**config.mk**
```make
export PLATFORM = sky130hd
export DESIGN_NAME = flex_counter_array_flat
export DESIGN_NICKNAME = d
export VERILOG_FILES = /design/src/rtl/flex_counter_pkg.sv /design/src/rtl/flex_counter_array_if.sv /design/src/rtl/flex_counter_chan.sv /design/src/rtl/flex_counter_array.sv /design/src/flat_wrapper.sv
export SDC_FILE = /design/constraint.sdc
export NUM_CORES = 1
export LEC_CHECK = 0
export BUFFER_PORTS_ARGS = -buffer_cell sky130_fd_sc_hd__buf_4
export CAP_MARGIN = 0
export CORE_MARGIN = 3
export CORE_UTILIZATION = 30
export CTS_BUF_LIST = sky130_fd_sc_hd__clkbuf_4
export DETAILED_ROUTE_END_ITERATION = 6
export RECOVER_POWER = 50
export SETUP_SLACK_MARGIN = 0.3
export SKIP_LAST_GASP = 1
export SYNTH_ARGS = -nofsm -noshare
export SYNTH_HDL_FRONTEND = slang
export SYNTH_SLANG_ARGS = --single-unit
```
**constraint.sdc**
```tcl
create_clock -name clk -period 2.56 [get_ports clk]
set_input_delay 0.256 -clock clk [delete_from_list [all_inputs] [get_ports clk]]
set_output_delay 0.256 -clock clk [all_outputs]
set_load 0.02 [all_outputs]
```
**src/rtl/flex_counter_pkg.sv**
```systemverilog
// rtl/flex_counter_pkg.sv - shared types and step function for the flex counter array
package flex_counter_pkg;

    typedef enum logic {CNT_WRAP = 1'b0, CNT_SAT = 1'b1} cnt_mode_t;
    typedef enum logic {CNT_UP = 1'b0, CNT_DOWN = 1'b1} cnt_dir_t;

    // Channel counts are zero-extended into this width so the +1/-1 steps never alias.
    localparam int CNT_MAX_W = 32;
    typedef logic [CNT_MAX_W-1:0] cnt_word_t;

    function automatic cnt_word_t next_count(input cnt_word_t count, input cnt_word_t rv,
                                             input cnt_dir_t dir, input cnt_mode_t mode);
        if (rv == '0) begin
            return '0;
        end
        if (dir == CNT_UP) begin
            if (count >= rv) begin
                return (mode == CNT_SAT) ? rv : cnt_word_t'(1);
            end
            return count + cnt_word_t'(1);
        end
        if (count <= cnt_word_t'(1)) begin
            return (mode == CNT_SAT) ? cnt_word_t'(1) : rv;
        end
        return count - cnt_word_t'(1);
    endfunction

    function automatic logic is_wrap(input cnt_word_t count, input cnt_word_t rv,
                                     input cnt_dir_t dir, input cnt_mode_t mode);
        if (rv == '0 || mode == CNT_SAT) begin
            return 1'b0;
        end
        return (dir == CNT_UP) ? (count >= rv) : (count <= cnt_word_t'(1));
    endfunction

endpackage

```
**src/rtl/flex_counter_array_if.sv**
```systemverilog
// rtl/flex_counter_array_if.sv - control and status bundle of the flex counter array
interface flex_counter_array_if #(
    parameter int NUM_CNT_BITS = 4,
    parameter int NUM_CH       = 2
);
    logic [NUM_CH-1:0]              clear;
    logic [NUM_CH-1:0]              count_enable;
    logic [NUM_CH-1:0]              load;
    logic [NUM_CH*NUM_CNT_BITS-1:0] load_val;
    logic [NUM_CH*NUM_CNT_BITS-1:0] rollover_val;
    logic [NUM_CH-1:0]              mode_down;
    logic [NUM_CH-1:0]              mode_sat;
    logic [NUM_CH*NUM_CNT_BITS-1:0] count_out;
    logic [NUM_CH-1:0]              rollover_flag;
    logic [NUM_CH-1:0]              wrap_pulse;

    modport master (
        output clear, count_enable, load, load_val, rollover_val, mode_down, mode_sat,
        input  count_out, rollover_flag, wrap_pulse
    );

    modport slave (
        input  clear, count_enable, load, load_val, rollover_val, mode_down, mode_sat,
        output count_out, rollover_flag, wrap_pulse
    );
endinterface

```
**src/rtl/flex_counter_chan.sv**
```systemverilog
// rtl/flex_counter_chan.sv - one counter channel: next-state logic, count and flag registers
module flex_counter_chan
    import flex_counter_pkg::*;
#(
    parameter int W = 4
) (
    input  logic         clk,
    input  logic         n_rst,
    input  logic         clear,
    input  logic         enable,
    input  logic         load,
    input  logic [W-1:0] load_val,
    input  logic [W-1:0] rollover_val,
    input  logic         mode_down,
    input  logic         mode_sat,
    output logic [W-1:0] count_out,
    output logic         rollover_flag,
    output logic         wrap_event
);
    cnt_dir_t     dir;
    cnt_mode_t    mode;
    logic [W-1:0] terminal;
    logic         rv_nz;
    logic [W-1:0] count_q, count_d;
    logic         flag_q, flag_d;

    assign dir      = mode_down ? CNT_DOWN : CNT_UP;
    assign mode     = mode_sat ? CNT_SAT : CNT_WRAP;
    assign terminal = mode_down ? W'(1) : rollover_val;
    assign rv_nz    = (rollover_val != '0);

    // A zero rollover value is degenerate: the flag is never raised for it.
    always_comb begin
        count_d    = count_q;
        flag_d     = rv_nz && (count_q == terminal);
        wrap_event = 1'b0;
        if (clear) begin
            count_d = '0;
            flag_d  = 1'b0;
        end else if (load) begin
            count_d = load_val;
            flag_d  = rv_nz && (load_val == terminal);
        end else if (enable) begin
            count_d    = W'(next_count(cnt_word_t'(count_q), cnt_word_t'(rollover_val), dir, mode));
            flag_d     = rv_nz && (count_d == terminal);
            wrap_event = is_wrap(cnt_word_t'(count_q), cnt_word_t'(rollover_val), dir, mode);
        end
    end

    always_ff @(posedge clk or negedge n_rst) begin
        if (!n_rst) begin
            count_q <= '0;
            flag_q  <= 1'b0;
        end else begin
            count_q <= count_d;
            flag_q  <= flag_d;
        end
    end

    assign count_out     = count_q;
    assign rollover_flag = flag_q;
endmodule

```
**src/rtl/flex_counter_array.sv**
```systemverilog
// rtl/flex_counter_array.sv - NUM_CH flex counters with optional wrap-driven cascade chain
module flex_counter_array
    import flex_counter_pkg::*;
#(
    parameter int NUM_CNT_BITS = 4,
    parameter int NUM_CH       = 2,
    parameter int CASCADE      = 0
) (
    input logic                clk,
    input logic                n_rst,
    flex_counter_array_if.slave bus
);
    localparam int W = NUM_CNT_BITS;

    for (genvar i = 0; i < NUM_CH; i++) begin : g_ch
        logic         en_eff;
        logic         wrap_ev;
        logic         flag;
        logic [W-1:0] cnt;
        logic         pulse_q, pulse_d;

        // Cascaded channels advance only in the cycle the previous channel wraps.
        if (CASCADE != 0 && i > 0) begin : g_casc
            assign en_eff = bus.count_enable[i] & g_ch[i-1].wrap_ev;
        end else begin : g_solo
            assign en_eff = bus.count_enable[i];
        end

        flex_counter_chan #(.W(W)) u_chan (
            .clk          (clk),
            .n_rst        (n_rst),
            .clear        (bus.clear[i]),
            .enable       (en_eff),
            .load         (bus.load[i]),
            .load_val     (bus.load_val[i*W +: W]),
            .rollover_val (bus.rollover_val[i*W +: W]),
            .mode_down    (bus.mode_down[i]),
            .mode_sat     (bus.mode_sat[i]),
            .count_out    (cnt),
            .rollover_flag(flag),
            .wrap_event   (wrap_ev)
        );

        always_comb begin
            pulse_d = wrap_ev;
        end

        always_ff @(posedge clk or negedge n_rst) begin
            if (!n_rst) begin
                pulse_q <= 1'b0;
            end else begin
                pulse_q <= pulse_d;
            end
        end

        assign bus.count_out[i*W +: W] = cnt;
        assign bus.rollover_flag[i]    = flag;
        assign bus.wrap_pulse[i]       = pulse_q;
    end
endmodule

```
**src/flat_wrapper.sv**
```systemverilog
// flat-port wrapper written by rule: the top's interface ports become plain ports
module flex_counter_array_flat import flex_counter_pkg::*;
#(
    parameter int NUM_CNT_BITS = 4,
    parameter int NUM_CH       = 2,
    parameter int CASCADE      = 0
)
  (clk, n_rst, bus_clear, bus_count_enable, bus_load, bus_load_val, bus_rollover_val, bus_mode_down, bus_mode_sat, bus_count_out, bus_rollover_flag, bus_wrap_pulse);
  flex_counter_array_if #(.NUM_CNT_BITS(NUM_CNT_BITS), .NUM_CH(NUM_CH)) bus_i ();
  input logic clk;
  input logic n_rst;
  input wire logic [$bits(bus_i.clear)-1:0] bus_clear;
  input wire logic [$bits(bus_i.count_enable)-1:0] bus_count_enable;
  input wire logic [$bits(bus_i.load)-1:0] bus_load;
  input wire logic [$bits(bus_i.load_val)-1:0] bus_load_val;
  input wire logic [$bits(bus_i.rollover_val)-1:0] bus_rollover_val;
  input wire logic [$bits(bus_i.mode_down)-1:0] bus_mode_down;
  input wire logic [$bits(bus_i.mode_sat)-1:0] bus_mode_sat;
  output wire logic [$bits(bus_i.count_out)-1:0] bus_count_out;
  output wire logic [$bits(bus_i.rollover_flag)-1:0] bus_rollover_flag;
  output wire logic [$bits(bus_i.wrap_pulse)-1:0] bus_wrap_pulse;
  assign bus_i.clear = bus_clear;
  assign bus_i.count_enable = bus_count_enable;
  assign bus_i.load = bus_load;
  assign bus_i.load_val = bus_load_val;
  assign bus_i.rollover_val = bus_rollover_val;
  assign bus_i.mode_down = bus_mode_down;
  assign bus_i.mode_sat = bus_mode_sat;
  assign bus_count_out = bus_i.count_out;
  assign bus_rollover_flag = bus_i.rollover_flag;
  assign bus_wrap_pulse = bus_i.wrap_pulse;
  flex_counter_array #(.NUM_CNT_BITS(NUM_CNT_BITS), .NUM_CH(NUM_CH), .CASCADE(CASCADE)) u_core (.clk(clk), .n_rst(n_rst), .bus(bus_i));
endmodule
```
## After elaboration in Yosys (flattened, before gate mapping)

Cells that the tools add are included.

| word-level totals | value |
|---|---|
| register bits after elaboration | 12 |
| output and inout bits | 12 |

| operators by class | value |
|---|---|
| order comparisons | 4 |
| eq/ne operators | 6 |
| $add $sub $neg | 4 |
| reduce and logical (&&, ||, !) cells | 14 |
| muxes and demuxes | 106 |

Operator list:

| cell | number |
|---|---|
| 4-bit 2-to-1 mux | 34 |
| 1-bit 2-to-1 mux | 72 |
| 4-bit == test | 6 |
| 4-bit by 1-bit adder with 4-bit output (second input constant) | 2 |
| 4-bit >= comparator | 2 |
| 4-bit by 1-bit less-or-equal comparator with 1-bit output (second input constant) | 2 |
| 4-bit logical NOT | 2 |
| 4-bit nonzero test | 2 |
| 4-bit by 1-bit subtractor with 4-bit output (second input constant) | 2 |
| 1-bit logical AND | 6 |
| 3-bit nonzero test | 2 |
| 1-bit logical OR | 2 |

## Depth between registers and ports, before layout

Gate-level depths: netlist of run 1.

| depth | value |
|---|---|
| depth after elaboration | 25 |
| mapped depth | 10 |

## Cells and area by module

From an unflattened synthesis of run 1, not the netlist that was laid out.

| second synthesis, totals | value |
|---|---|
| cell total of the unflattened synthesis | 213 |
| area, all modules | 1692.9 µm² |

By module, submodules not included:

| module | area each (µm²) | sequential area each (µm²) | instances | cells each |
|---|---|---|---|---|
| flex_counter_chan (u_core.g_ch[1].u_chan) | 817.0 | 125.1 | 1 | 102 |
| flex_counter_chan (u_core.g_ch[0].u_chan) | 795.8 | 125.1 | 1 | 105 |
| flex_counter_array | 80.1 | 50.0 | 1 | 6 |

## Worst setup path before layout of run 1

No wires, ideal clock.

| timing | value |
|---|---|
| path type | flip-flop to flip-flop |
| start point | register u_core.g_ch[1].u_chan.count_q[0] |
| end point | register u_core.g_ch[1].u_chan.flag_q |
| data arrival time | 2.471 ns |
| slack | 0.009 ns |
| setup time | 0.080 ns |
| data required time | 2.480 ns |
| stages on the path, launching flop included | 11 |
| cells stage by stage | dfrtp_1 -> inv_1 -> ha_1 -> nand2b_4 -> a2111oi_4 -> nor2_2 -> a31oi_1 -> o21ai_0 -> a21boi_0 -> o32a_1 -> nor3_2 |

| between the ends | value |
|---|---|
| cells in the longest elaborated chain, start to end | 21 |
| elaborated cells on any way between the ends | 33 |

RTL lines:

| item | line | text |
|---|---|---|
| start: declaration | flex_counter_chan.sv:24 | `logic [W-1:0] count_q, count_d;` |
| start signal: assignment | flex_counter_chan.sv:55 | `count_q <= count_d;` |
| 4-bit >= comparator | flex_counter_pkg.sv:17 | `if (count >= rv) begin` |
| 1-bit 2-to-1 mux | flex_counter_pkg.sv:17 |  |
| 1-bit 2-to-1 mux (2 in a row) | flex_counter_pkg.sv:16 | `if (dir == CNT_UP) begin` |
| 1-bit 2-to-1 mux | flex_counter_chan.sv:43 | `end else if (enable) begin` |
| 1-bit 2-to-1 mux | flex_counter_chan.sv:40 | `end else if (load) begin` |
| 1-bit 2-to-1 mux | flex_counter_chan.sv:37 | `if (clear) begin` |
| 4-bit 2-to-1 mux | flex_counter_pkg.sv:20 | `return count + cnt_word_t'(1);` |
| 4-bit 2-to-1 mux | flex_counter_pkg.sv:16 |  |
| [5 not listed] | - |  |
| 4-bit 2-to-1 mux | flex_counter_chan.sv:40 |  |
| 4-bit 2-to-1 mux | flex_counter_chan.sv:37 |  |
| 4-bit == test | flex_counter_chan.sv:45 | `flag_d = rv_nz && (count_d == terminal);` |
| 1-bit logical AND | flex_counter_chan.sv:45 |  |
| 1-bit 2-to-1 mux * | flex_counter_chan.sv:43 |  |
| 1-bit 2-to-1 mux * | flex_counter_chan.sv:40 |  |
| 1-bit 2-to-1 mux * | flex_counter_chan.sv:37 |  |
| net u_core.g_ch[1].u_chan.flag_d | flex_counter_chan.sv:25 | `logic flag_q, flag_d;` |
| end signal: assignment | flex_counter_chan.sv:56 | `flag_q <= flag_d;` |
| end: declaration | flex_counter_chan.sv:25 |  |

The timed path passes the listed nets; every way through them passes the cells marked *. The select of a mux whose other input is x is not followed.
A chain may end at the register's enable or synchronous reset.

## Final worst setup path of run 1

Ends and elaborated chain as after synthesis.

==> results of run 1 <==
metal layers:
| metal | vias to the layer above | GRT usage (%) | routed length [um] |
|---|---|---|---|
| met3 | 6 | 2.03 | 264 |
| met5 | - | 0 | 0 |
| li1 | 878 | - | - |
| met4 | 0 | 4.81 | 63 |
| met1 | 850 | 20.5 | 2300 |
| met2 | 61 | 26.5 | 2270 |
area by class of cell:
type,instances,area (um^2)
Sequential cell,12,307
Multi-Input combinational cell,169,1360
Timing Repair Buffer,61,438
Tap cell,70,87.6
Clock buffer,4,30.0
Fill cell,510,2890
Inverter,16,65.1
path summary, 6_finish.rpt:
check                                                                     from                                              to  slack, ns  cells after the start
worst max-delay path            u_core.g_ch[1].u_chan.count_out[0]$_DFFE_PN0P_   u_core.g_ch[1].u_chan.rollover_flag$_DFF_PN0_       0.17                     11
worst min-delay path                                              bus_clear[0]  u_core.g_ch[0].u_chan.count_out[0]$_DFFE_PN0P_       0.18                      2
worst max register to register  u_core.g_ch[1].u_chan.count_out[0]$_DFFE_PN0P_   u_core.g_ch[1].u_chan.rollover_flag$_DFF_PN0_       0.17                     11
worst min register to register  u_core.g_ch[0].u_chan.count_out[0]$_DFFE_PN0P_  u_core.g_ch[0].u_chan.count_out[0]$_DFFE_PN0P_       0.87                      3
max in group asynchronous                                                n_rst  u_core.g_ch[0].u_chan.count_out[3]$_DFFE_PN0P_       1.54                      2
min in group asynchronous                                                n_rst  u_core.g_ch[1].u_chan.count_out[1]$_DFFE_PN0P_       0.53                      2
metrics by stage:
stage | power, uW | std cells
detailed placement | 622 | 315
floorplan | 490 | 207
global route | 887 | 332
global placement | 625 | 315
finish | 828 | 332
CTS | 802 | 328
state kept, by name, indices dropped and copies added, names as in the netlist:
signal	count
u_core.g_ch.pulse_q	2
u_core.g_ch.u_chan.count_out	8
u_core.g_ch.u_chan.rollover_flag	2
layout by cell type (no fill, tap or decap), drive strengths merged, types with 3 or more instances in the layout:
| cell type | netlist | layout |
|---|---|---|
| buf | 5 | 54 |
| nor2 | 20 | 20 |
| a21oi | 18 | 18 |
| inv | 16 | 16 |
| ha | 14 | 14 |
| nor3 | 12 | 12 |
| dfrtp | 12 | 12 |
| o21ai | 10 | 10 |
| clkbuf | 5 | 10 |
| nand2 | 9 | 9 |
| nand2b | 7 | 7 |
| or2 | 7 | 7 |
| xnor2 | 5 | 5 |
| a31oi | 5 | 5 |
| nand3 | 4 | 4 |
| nor4 | 4 | 4 |
| o31ai | 4 | 4 |
| nor2b | 4 | 4 |
| or3 | 3 | 3 |
| o21a | 3 | 3 |
what timing repair did:
| item | 4_1_cts | 5_1_grt |
|---|---|---|
| endpoints found under the hold margin | 12 | 0 |
| setup endpoints to repair | 3 | 5 |
| pin swaps | 14 | 13 |
| hold buffers | 1 | 0 |
| buffers inserted | 8 | 4 |
| resized for setup | 16 | 12 |
power by group:
part / internal, uW / switching [uW]
Combinational: 229 / 252
Clock: 70.8 / 63.3
Sequential: 202 / 11.4
Total: 502 / 327
cells by family after synthesis:
group | count (synthesis)
compound gates | 66
xor+xnor | 6
fa+ha+maj | 14
buf+inv | 26
flops | 12
mux | 2
simple gates | 81
==> flow_summary_export.csv, run 1 <==
group,metric,value,unit
floorplan,rows,26,
yosys,synth-seq-cells,12,
clocking,clockBufferDepth,2,
yosys,ys.flop_type,"dfrtp_1",
power,p_leak,0.000951,uW
yosys,synthDistinctLibCells,65,
yosys,netlist_top_cells_count,"nor2_1, a21oi_1, inv_1",
yosys,synth-simple-area-share,28.5,%
critical_path,crit_required,2.71,ns
power,ir_drop,0.166,mV
yosys,avgSynthCellArea,7.88,um^2
yosys,syn_inst,207,
place,dp_slack,0.0515,ns
route,avgRoutedWirePerCell,14.7,um
layout,finish.instance_area,2280,um^2
yosys,synth-adder-area-share,10.7,%
timing,hold_ws,0.175,ns
grt,grt_pass1_vias,1736,
yosys,synth_top_family_by_area,"compound AO/OA/AOI/OAI gates",
timing,fmax,419,MHz
timing,skew,0.0152,ns
clocking,path_clk_slew,0.09,ns
timing,drv_slew,0,
critical_path,crit_chain,"inv_4 > ha_4 > nand2b_4 > a2111oi_4 > buf_4 > nor2_4 > o311a_1 > o21ai_1 > a21boi_2 > o32a_1 > nor3_2",
route,via_count,1795,
grt,grt_max_degree,16,
yosys,syn_area,1630,um^2
yosys,synth-compound-area-share,30.6,%
place,hpwl,3780,um
yosys,synth-xor-area-share,3.22,%
clocking,tritoncts,"yes",
grt,antenna_found_initial,0,
layout,areaGrowthSynthToFinish,40.0,%
timing,min_period,2.39,ns
critical_path,cpPeakStageDelay,0.43,ns
clocking,cts_max_level,1,
route,vias_per_cell,5.41,
timing,worst_slack,0.175,ns
route,antenna_left,0,
place,dpl_cell_area,2040,um^2
run,max-cap-violations,0,
power,p_per_area,363,nW/um^2
floorplan,die_w,79.7,um
timing,finalCritPeriodShare,93.2,%
critical_path,criticalPathCategory,"flip-flop to flip-flop",
layout,post-route-util,44.1,%
floorplan,initial_core_util,31.5,%
floorplan,fp.dieH,79.7,um
floorplan,dieArea,6360,um^2
timing,hold_violations,0,
route,drt_iter0_markers,131,
layout,insertedDiodeCount,0,
layout,drive_above_1_share,39.7,%
yosys,synthTopCellsByArea,"dfrtp_1, ha_1, a21oi_1",
timing,worst_pin_slew,0.679,ns
critical_path,crit_fanout,6,
place,gpl.final_weighted_congestion,0.952,
yosys,yosysTopAreaCell,"dfrtp_1",
floorplan,core_area,5170,um^2
critical_path,cp_num_buf_inv,2,
timing,grt_setup_unrepaired,"true",
clocking,cts_sinks,12,
route,drc,0,
place,io_buffers,39,
yosys,synth.top_cell.area_share,18.4,%
yosys,synth.most_common_cell,"nor2_1",
critical_path,crit_slowest_cell,"dfrtp_2",
yosys,muxShareOfSynthArea,1.23,%
grt,grt_pass1_wl,8060,um
yosys,synth_seq_area_share,18.4,%
yosys,yosysWarnings,0,
critical_path,start_kind,"flip-flop",
route,wl,4890,um
timing,relSlewSlack,54.8,%
critical_path,cp-end-kind,"flip-flop",
critical_path,crit_family,"compound AO/OA/AOI/OAI gates",
status,status,"completed",
floorplan,pin_count,40,
layout,nets,305,
clocking,numCtsBuffers,3,
grt,grt_overflow,0,
route,dr.pass1.iters,4,
min_path,hold_path.class,"primary input to flip-flop",
timing,setup-violations-final,0,
yosys,async_flop_share,100,%
grt,grt_use_total,15.7,%
yosys,synth.net_count,249,
clocking,root_buffer,"clkbuf_4",
clocking,clk-insertion-delay-late,0.27,ns
critical_path,worstPathArrival,2.53,ns
timing,tns,0,ns
yosys,synth_edf_count,0,
No activity file was read; power rests on OpenSTA's default activity.
==> inputs of run 2 (changes only) <==
ABC_AREA = 1   (was unset)
==> run 2 against run 1 <==
Net effect: sequential cell count did not move; largest cell class unchanged; clock power decreased by 12%; global-route usage is 1.3 points lower; largest power group unchanged; register-to-register slack gained 0.31 ns.
==> flow_summary_export.csv, run 2 <==
group,metric,value,unit
route,antenna_left,0,
critical_path,start_kind,"flip-flop",
layout,nets,386,
floorplan,die_w,82.5,um
clocking,path_clk_slew,0.08,ns
route,vias_per_cell,4.79,
yosys,yosysWarnings,0,
yosys,netlist_top_cells_count,"nand2_1, inv_1, nand3_1",
critical_path,ff2ff_path_depth,15,
place,io_buffers,39,
yosys,synth.most_common_cell,"nand2_1",
grt,grt_use_total,14.3,%
yosys,avgSynthCellArea,5.77,um^2
yosys,syn_inst,304,
place,hpwl,4020,um
timing,worst_slack,0.488,ns
floorplan,core_area,5570,um^2
layout,regArea,302,um^2
timing,hold_ws,0.297,ns
yosys,synth_seq_area_share,17.1,%
min_path,hold_depth,4,
layout,layout_common_cells,"nand2_1, inv_1, nand3_1",
yosys,synth.net_count,346,
clocking,cts_sinks,12,
grt,grt_overflow,0,
floorplan,fp.dieH,82.5,um
route,drt_iter0_markers,94,
timing,setup-violations-final,0,
grt,grt_pass1_wl,7650,um
yosys,ys.flop_type,"dfrtp_1",
timing,finalCritPeriodShare,80.9,%
route,dr.pass1.iters,4,
power,power_switching_share,44.9,%
critical_path,criticalPathCategory,"flip-flop to flip-flop",
place,dp_slack,0.362,ns
layout,drive_above_1_share,16.0,%
power,p_per_area,365,nW/um^2
layout,insertedDiodeCount,0,
floorplan,initial_core_util,31.5,%
timing,min_period,2.07,ns
yosys,yosysTopAreaCell,"nand2_1",
floorplan,dieArea,6810,um^2
floorplan,rows,27,
power,power_frac_comb,56.1,%
layout,areaGrowthSynthToFinish,21.5,%
yosys,synthTopCellsByArea,"nand2_1, dfrtp_1, nand3_1",
timing,worst_pin_slew,0.624,ns
grt,grt_pass1_vias,1702,
critical_path,worstPathArrival,2.28,ns
critical_path,crit_required,2.77,ns
power,intPower,429,uW
route,via_count,1986,
clocking,tritoncts,"yes",
yosys,syn_area,1760,um^2
clocking,clk-insertion-delay-late,0.27,ns
clocking,cts_max_level,1,
power,p_switching,349,uW
grt,antenna_found_initial,0,
run,max-cap-violations,0,
yosys,async_flop_share,100,%
yosys,synth.top_cell.area_share,19.9,%
layout,fill_cells,627,
floorplan,pin_count,40,
timing,relSlewSlack,58.4,%
clocking,clockBufferDepth,2,
timing,tns,0,ns
yosys,synthDistinctLibCells,25,
min_path,hold_path.class,"primary input to flip-flop",
timing,fmax,483,MHz
clocking,numCtsBuffers,3,
critical_path,crit_fanout,7,
status,status,"completed",
layout,final_common_cell,"nand2_1",
place,gpl.final_weighted_congestion,0.918,
power,seq_power_share,28.7,%
layout,largest_reg_flops,8,
grt,grt_max_degree,13,
timing,hold_violations,0,
timing,grt_setup_unrepaired,"false",
critical_path,cp-end-kind,"flip-flop",
power,power.share.clock,15.2,%
clocking,post-cts-setup-buffers,0,
route,drc,0,
timing,drv_slew,0,
power,p_leak,0.00120,uW
route,avgRoutedWirePerCell,11.5,um
power,ir_drop,0.158,mV
power,p_total,778,uW
route,wl,4770,um
timing,skew,0.00483,ns
clocking,root_buffer,"clkbuf_4",
yosys,synth_edf_count,0,
yosys,synth-seq-cells,12,
layout,multiInputGateArea,1240,um^2
==> run 2: cell types whose count changed in the layout (fill, tap and decap cells not counted), moves of 6 or more <==
| cell | delta |
|---|---|
| nand2_1 | +84 |
| nor3_1 | -9 |
| ha_1 | +6 |
| buf_4 | -19 |
| nand3_1 | +33 |
| o21ai_0 | +9 |
| nand4_1 | +7 |
| inv_1 | +32 |
| nand2b_1 | -6 |
| a21oi_1 | +7 |
==> run 2: area by class of cell <==
| type | instances | share of cell area, % |
|---|---|---|
| Clock inverter | 1 | 0.176 |
| Multi-Input combinational cell | 237 | 58.1 |
| Inverter | 48 | 8.45 |
| Timing Repair Buffer | 42 | 13.8 |
| Sequential cell | 12 | 14.1 |
| Clock buffer | 3 | 1.06 |
| Tap cell | 72 | 4.22 |
==> run 2: timing repair <==
item,in CTS,in global routing
hold endpoints to repair,12,0
setup endpoints to repair,0,2
gates resized for setup,0,3
hold buffers,1,0
==> run 2: stage by stage <==
stage                     instances  instance area (um^2)  utilization, %
after floorplan                 304                  1760               -
after global placement          410                  2110            37.9
after detailed placement        410                  2110            37.9
after CTS                       415                  2150            38.5
after global routing            415                  2130            38.3
final                           415                  2130            38.3
==> run 2: metal layers <==
metal | track usage [%] | wire [um]
met5 | 0 | 0
met4 | 4.90 | 92
met2 | 22.7 | 2160
met3 | 1.63 | 292
met1 | 20.1 | 2230
==> run 2: cell families after synthesis <==
group           share of synthesized area [%]
xor+xnor                                 2.49
simple gates                             44.2
compound gates                           13.5
fa+ha+maj                                9.98
buf+inv                                  12.7
flops                                    17.1
==> run 2: final timing paths <==
| path | start | end | slack (ns) |
|---|---|---|---|
| min in group asynchronous | n_rst | u_core.g_ch[1].u_chan.count_out[0]$_DFFE_PN0P_ | 0.51 |
| worst max-delay path | u_core.g_ch[0].u_chan.count_out[0]$_DFFE_PN0P_ | u_core.g_ch[0].u_chan.rollover_flag$_DFF_PN0_ | 0.49 |
| worst max register to register | u_core.g_ch[0].u_chan.count_out[0]$_DFFE_PN0P_ | u_core.g_ch[0].u_chan.rollover_flag$_DFF_PN0_ | 0.49 |
| max in group asynchronous | n_rst | u_core.g_ch[0].u_chan.count_out[0]$_DFFE_PN0P_ | 1.61 |
| worst min-delay path | bus_clear[0] | u_core.g_ch[0].pulse_q$_DFF_PN0_ | 0.30 |
| worst min register to register | u_core.g_ch[1].u_chan.count_out[0]$_DFFE_PN0P_ | u_core.g_ch[1].u_chan.count_out[0]$_DFFE_PN0P_ | 0.65 |
==> run 2: power by group through the flow <==
stage                     registers [uW]  clock network, uW  logic (uW)
after floorplan                      239                  0         283
after global placement               227                  0         434
after detailed placement             226                  0         433
after CTS                            223                124         435
after global routing                 226                135         495
final                                223                118         436
==> run 2: worst max-delay path, cell delays in order, from the launching register on <==
cell	delay, ns
dfrtp_2	0.46
inv_1	0.15
ha_1	0.29
o21ai_4	0.26
nand2_2	0.07
nand2_1	0.06
nor2_1	0.04
nor2_2	0.09
nand4_1	0.08
nand2_1	0.08
nand2_1	0.05
nand2_1	0.05
nand2_1	0.05
nor2_1	0.11
nand2_1	0.08
nor2_2	0.07
